$ cat config.mk
export PLATFORM = sky130hd
export DESIGN_NAME = spi_slave_regs
export DESIGN_NICKNAME = d
export VERILOG_FILES = /design/src/rtl/spi_slave_regs.sv
export SDC_FILE = /design/constraint.sdc
export NUM_CORES = 1
export LEC_CHECK = 0
export CORE_UTILIZATION = 40
export CTS_CLUSTER_DIAMETER = 120
export DETAILED_ROUTE_END_ITERATION = 8
export PLACE_DENSITY = 0.65
export SYNTH_ARGS = -nofsm -noshare
export SYNTH_HDL_FRONTEND = slang
export SYNTH_SLANG_ARGS = --single-unit
$ cat constraint.sdc
create_clock -name i_ck -period 4.9 [get_ports i_ck]
set_input_delay 0.98 -clock i_ck [delete_from_list [all_inputs] [get_ports i_ck]]
set_output_delay 0.98 -clock i_ck [all_outputs]
set_load 0.05 [all_outputs]
$ cat src/rtl/spi_slave_regs.sv
// spi_slave_regs: SPI mode-3 responder for a 16-bit address+data frame in front of a 16 x 8 register file.
// Latency: SYNC_STAGES+1 i_ck cycles from any pin edge to the sample, shift, MISO update or commit pulse.
// Backpressure: none; the SPI master paces the link, and the fabric read port always answers in one cycle.
module spi_slave_regs #(
  parameter int         SYNC_STAGES = 2,
  parameter logic [7:0] RESET_VAL   = 8'h00
) (
  input  logic       i_ck,
  input  logic       i_rstn,
  input  logic       i_sclk,
  input  logic       i_csn,
  input  logic       i_mosi,
  output logic       o_miso,
  output logic       o_miso_oe,
  input  logic [3:0] i_rd_addr,
  output logic [7:0] o_rd_data,
  output logic       o_wr_stb,
  output logic [3:0] o_wr_addr,
  output logic [7:0] o_wr_data,
  output logic       o_frame_err,
  output logic       o_busy
);

  // Frame phases; the bit counter disambiguates positions inside each phase.
  localparam logic [1:0] ST_IDLE = 2'd0;
  localparam logic [1:0] ST_ADDR = 2'd1;
  localparam logic [1:0] ST_DATA = 2'd2;
  localparam logic [1:0] ST_DONE = 2'd3;

  localparam logic [4:0] CNT_ADDR_LAST = 5'd7;
  localparam logic [4:0] CNT_DATA_LAST = 5'd15;
  localparam logic [4:0] CNT_FULL      = 5'd16;
  localparam logic [4:0] CNT_SAT       = 5'd17;

  logic [SYNC_STAGES-1:0] sclk_sync;
  logic [SYNC_STAGES-1:0] csn_sync;
  logic [SYNC_STAGES-1:0] mosi_sync;
  logic                   sclk_d;
  logic                   csn_d;
  logic                   sclk_s;
  logic                   csn_s;
  logic                   mosi_s;
  logic                   sclk_rise;
  logic                   sclk_fall;
  logic                   csn_rise;
  logic                   csn_fall;

  // prime fills with ones once the synchronizers hold real pin samples;
  // armed then waits for CSN to be seen high so a CSN held low across reset is ignored.
  logic [SYNC_STAGES:0]   prime;
  logic                   armed;

  logic [1:0]             state;
  logic [4:0]             cnt;
  logic [6:0]             addr_sr;
  logic [7:0]             tx_sr;
  logic [7:0]             rx_sr;
  logic                   wr_flag;
  logic [3:0]             idx;
  logic [7:0]             regs [16];

  assign sclk_s    = sclk_sync[SYNC_STAGES-1];
  assign csn_s     = csn_sync[SYNC_STAGES-1];
  assign mosi_s    = mosi_sync[SYNC_STAGES-1];
  assign sclk_rise = sclk_s & ~sclk_d;
  assign sclk_fall = ~sclk_s & sclk_d;
  assign csn_rise  = csn_s & ~csn_d;
  assign csn_fall  = ~csn_s & csn_d;

  assign o_busy    = (state != ST_IDLE);
  assign o_miso_oe = (state != ST_IDLE);

  // Synchronizer chains and edge-detect history, reset to the idle bus levels.
  always_ff @(posedge i_ck or negedge i_rstn) begin
    if (!i_rstn) begin
      sclk_sync <= '1;
      csn_sync  <= '1;
      mosi_sync <= '0;
      sclk_d    <= 1'b1;
      csn_d     <= 1'b1;
    end else begin
      sclk_sync <= {sclk_sync[SYNC_STAGES-2:0], i_sclk};
      csn_sync  <= {csn_sync[SYNC_STAGES-2:0], i_csn};
      mosi_sync <= {mosi_sync[SYNC_STAGES-2:0], i_mosi};
      sclk_d    <= sclk_s;
      csn_d     <= csn_s;
    end
  end

  // Arm frame detection only after CSN has been observed high since reset.
  always_ff @(posedge i_ck or negedge i_rstn) begin
    if (!i_rstn) begin
      prime <= '0;
      armed <= 1'b0;
    end else begin
      prime <= {prime[SYNC_STAGES-1:0], 1'b1};
      if (prime[SYNC_STAGES] && csn_s) begin
        armed <= 1'b1;
      end
    end
  end

  // Frame engine: shift address and data, drive MISO, commit or flag on CSN rise.
  always_ff @(posedge i_ck or negedge i_rstn) begin
    if (!i_rstn) begin
      state       <= ST_IDLE;
      cnt         <= '0;
      addr_sr     <= '0;
      tx_sr       <= '0;
      rx_sr       <= '0;
      wr_flag     <= 1'b0;
      idx         <= '0;
      o_miso      <= 1'b0;
      o_wr_stb    <= 1'b0;
      o_frame_err <= 1'b0;
      o_wr_addr   <= '0;
      o_wr_data   <= '0;
      for (int i = 0; i < 16; i++) begin
        regs[i] <= RESET_VAL;
      end
    end else begin
      o_wr_stb    <= 1'b0;
      o_frame_err <= 1'b0;
      if (csn_fall && armed) begin
        // A new select always restarts, even over a frame that never closed.
        state  <= ST_ADDR;
        cnt    <= '0;
        o_miso <= 1'b0;
      end else if (csn_rise && (state != ST_IDLE)) begin
        if (cnt == CNT_FULL) begin
          if (wr_flag) begin
            regs[idx]  <= rx_sr;
            o_wr_stb   <= 1'b1;
            o_wr_addr  <= idx;
            o_wr_data  <= rx_sr;
          end
        end else begin
          o_frame_err <= 1'b1;
        end
        state  <= ST_IDLE;
        cnt    <= '0;
        o_miso <= 1'b0;
      end else if (state != ST_IDLE) begin
        if (sclk_rise) begin
          if (cnt != CNT_SAT) begin
            cnt <= cnt + 5'd1;
          end
          case (state)
            ST_ADDR: begin
              addr_sr <= {addr_sr[5:0], mosi_s};
              if (cnt == CNT_ADDR_LAST) begin
                // Snapshot the register before any write of this frame: read-modify-write order.
                wr_flag <= addr_sr[6];
                idx     <= {addr_sr[2:0], mosi_s};
                tx_sr   <= regs[{addr_sr[2:0], mosi_s}];
                state   <= ST_DATA;
              end
            end
            ST_DATA: begin
              rx_sr <= {rx_sr[6:0], mosi_s};
              if (cnt == CNT_DATA_LAST) begin
                state <= ST_DONE;
              end
            end
            default: begin
              // ST_DONE: extra edges only advance the saturating counter.
            end
          endcase
        end else if (sclk_fall && (state == ST_DATA)) begin
          o_miso <= tx_sr[7];
          tx_sr  <= {tx_sr[6:0], 1'b0};
        end
      end
    end
  end

  // Fabric read port, one cycle of latency.
  always_ff @(posedge i_ck or negedge i_rstn) begin
    if (!i_rstn) begin
      o_rd_data <= RESET_VAL;
    end else begin
      o_rd_data <= regs[i_rd_addr];
    end
  end

endmodule

==> run metrics <==
status completed; total CTS buffers 17; Multi-input gate area 0.004566 mm²; vias 5,717; clock share of power 0.394; largest fanout on the critical path 8; R2R Path End regs[94]$_DFFE_PN0P_; hold bufs inserted after CTS 0; Reg clk slew, reported paths 70 ps; RSZ-0062 raised after global routing no; Flop pwr share 0.506; Hold Path Class flip-flop to flip-flop; switching share of power 0.2769; TNS Setup 0 ps; CTS tree built; minimum clock period after layout 3185 ps; crit path cell chain inv_1 -> ha_1 -> inv_1 -> clkdlybuf4s50_1; share of layout cells above drive strength 1 0.4636; post_cts resized 0; Synth Cell Area 0.009839 mm²; setup bufs post-CTS 0; register area 0.004965 mm²; fin nets 648; final setup fails 0; die width 158.8 µm; sum of buffers and inverters on the critical path 3; Gate Count Post-Synth 632; peak supply drop 230.1 µV; Adder-Cell Fraction of Synth Area 0.008901; Detail Placement HPWL 14,920 µm; detailed-route DRC error count 0; Worst Hold Path EP prime[2]$_DFF_PN0_; Hold Slack 351.9 ps; routed vias/inst 5.900; Comb pwr share 0.100; clock sinks 198; Post-Synth XOR/XNOR Area 0; Initial Utilization 0.4058; post-DR wirelength/cell 23.81 µm; r2r startpoint state[1]$_DFFE_PN0P_; H-tree depth 4; largest net degree at the start of global routing 103; Worst setup EP type output pin; post-synthesis mux area share 0.3552; CP max stage delay 720 ps; share of the synthesized area in the top cell type 0.4883; Main synth FF type dfrtp_1; main combinational cell family by area after synthesis multiplexers; PortBufs 33; overall power 0.003395 W; Pint 0.002455 W; Synth cell types 50; register area share after synthesis 0.5043; Crit Path Category flip-flop to output pin; arrival time at the worst endpoint 2210 ps; top cells by area, synth dfrtp_1, mux2_2, mux4_2; Hold Path Cell Cnt 0; most numerous cell in the Yosys netlist dfrtp_1; Synth Area in Simple Gates 0.06803; initial antenna violation count 0; crit-path most repeated cell inv_1; Root Buffer clkbuf_16; CTS Buffer Depth 2; 1st-iter DRT viols 472; P per Cell Area 312.0 mW/mm²; Worst Path Required 3920 ps; syn avg cell area 15.57 µm²; antenna cells 0; Area Overhead vs Synth 10.59%; hold path startpoint prime[1]$_DFF_PN0_; gr ovfl total 0; row cnt 57; Post-synth EDFFs 0; Synth top cells by count dfrtp_1, mux2_2, mux4_2; core footprint 0.02425 mm²; Chip Height 158.8 µm; CP top delay family buffers and inverters; MaxCap Viol Count 0; Clk Latency, worst-skew pair 450 ps; Yosys warning total 0; Post-Syn Nets 648; Max Clock Freq 314.0 MHz; reg-to-reg setup timing slack 1710 ps; Clock Skew 22.70 ps; vias in the first global route 6,160; r2r worst-path depth 6; P_sw 0.0009400 W; CP max stage cell clkdlybuf4s50_1; Fin. Hold Viols 0; global-route wire length before repair 36,980 µm; Compound-Gate Fraction of Synth Area 0.03141; final WL 23,070 µm; CP startpoint kind flip-flop; total global-route track usage 0.1949; cell leakage power 4.929 nW; flops & latches, synth 198; DR pass1 iterations 5; DIE AREA 0.02523 mm²; Worst-Margin Slew 1179 ps; Final Cell Area 0.01088 mm²; Final ANT Viol Nets 0; leading area contributor after synthesis dfrtp_1; Placement Cell Area 0.01033 mm²; I/O Pins 34; Slew headroom 0.2140; fill count 2,145; fin util 0.4488; asr flop ratio synth 1.000; max-slew violations 0; Final period util 0.6500; Final GP Congestion 0.8412
-- state kept, by name (all words and copies together) (netlist names) --
signal / flops
regs: 128
o_rd_data: 8
o_wr_data: 8
rx_sr: 8
tx_sr: 8
addr_sr: 7
cnt: 5
idx: 4
o_wr_addr: 4
prime: 3
csn_sync: 2
mosi_sync: 2
sclk_sync: 2
state: 2
armed: 1
csn_d: 1
o_frame_err: 1
o_miso: 1
o_wr_stb: 1
sclk_d: 1
wr_flag: 1
-- worst reg2reg max path, cell delays in order, from the launching register on --
cell	delay, ps
dfrtp_1	390
inv_1	70
ha_1	310
nor3b_4	350
and3_2	890
nand3_2	590
mux2_2	450
-- power by group through the flow --
stage | logic, W | clock network [W] | registers [W]
2_1_floorplan | 0.000262 | 0 | 0.00172
3_3_place_gp | 0.000328 | 0 | 0.00175
3_5_place_dp | 0.000342 | 0 | 0.00175
4_1_cts | 0.000344 | 0.00137 | 0.00172
5_1_grt | 0.000370 | 0.00144 | 0.00172
6_report | 0.000340 | 0.00134 | 0.00172
-- worst max path at each step --
| stage | from | to | slack (ps) | depth (start not counted) |
|---|---|---|---|---|
| 2_1_floorplan | i_rd_addr[0] | o_rd_data[0]$_DFF_PN0_ | 2290 | 4 |
| 3_3_place_gp | i_rd_addr[0] | o_rd_data[1]$_DFF_PN0_ | 1780 | 3 |
| 3_5_place_dp | i_rd_addr[0] | o_rd_data[1]$_DFF_PN0_ | 1750 | 3 |
| 4_1_cts | state[0]$_DFFE_PN0P_ | o_miso_oe | 1700 | 4 |
| 5_1_grt | state[0]$_DFFE_PN0P_ | regs[94]$_DFFE_PN0P_ | 1530 | 6 |
| 6_report | state[1]$_DFFE_PN0P_ | o_miso_oe | 1710 | 4 |
-- per-stage QoR --
| step | instances | setup slack, ps |
|---|---|---|
| CTS | 969 | 1697 |
| detailed placement | 937 | 1746 |
| finish | 969 | 1715 |
| global route | 969 | 1531 |
| floorplan | 632 | 2292 |
| global placement | 937 | 1782 |
-- layer usage --
layer	track usage	wire length, µm
met4	0.07061	483
met1	0.2592	9943
met5	0	0
met3	0.04127	1166
met2	0.3146	11480
-- logic make-up after synthesis --
logic type	count (synthesis)
other cells	1
fa+ha+maj	7
mux	237
buf+inv	62
compound gates	43
flops	198
simple gates	84
-- layout make-up --
type,instances,share of cell area
sequential,198,0.4562
multi-input combinational,372,0.4196
clock buffer,18,0.04036
tap,324,0.03725
timing repair buffer,36,0.03346
clock inverter,14,0.01069
inverter,7,0.002415
-- layout by cell type, fill, tap and decap left out, drive strengths merged, types with 2 or more instances in the layout --
cell type / count
dfrtp: 192
mux2: 162
mux4: 72
clkdlybuf4s50: 31
clkbuf: 19
nand2: 18
a22oi: 14
inv: 14
nand3: 14
nor3: 11
o21ai: 11
nor2b: 9
a221o: 7
ha: 7
dfstp: 6
clkinv: 6
nor2: 5
nand4: 5
nand2b: 4
buf: 4
nand3b: 3
and2: 3
a21oi: 3
mux2i: 3
and3: 3
nand4bb: 2
o31ai: 2
or3: 2
Power figures use the tool's default switching activity.
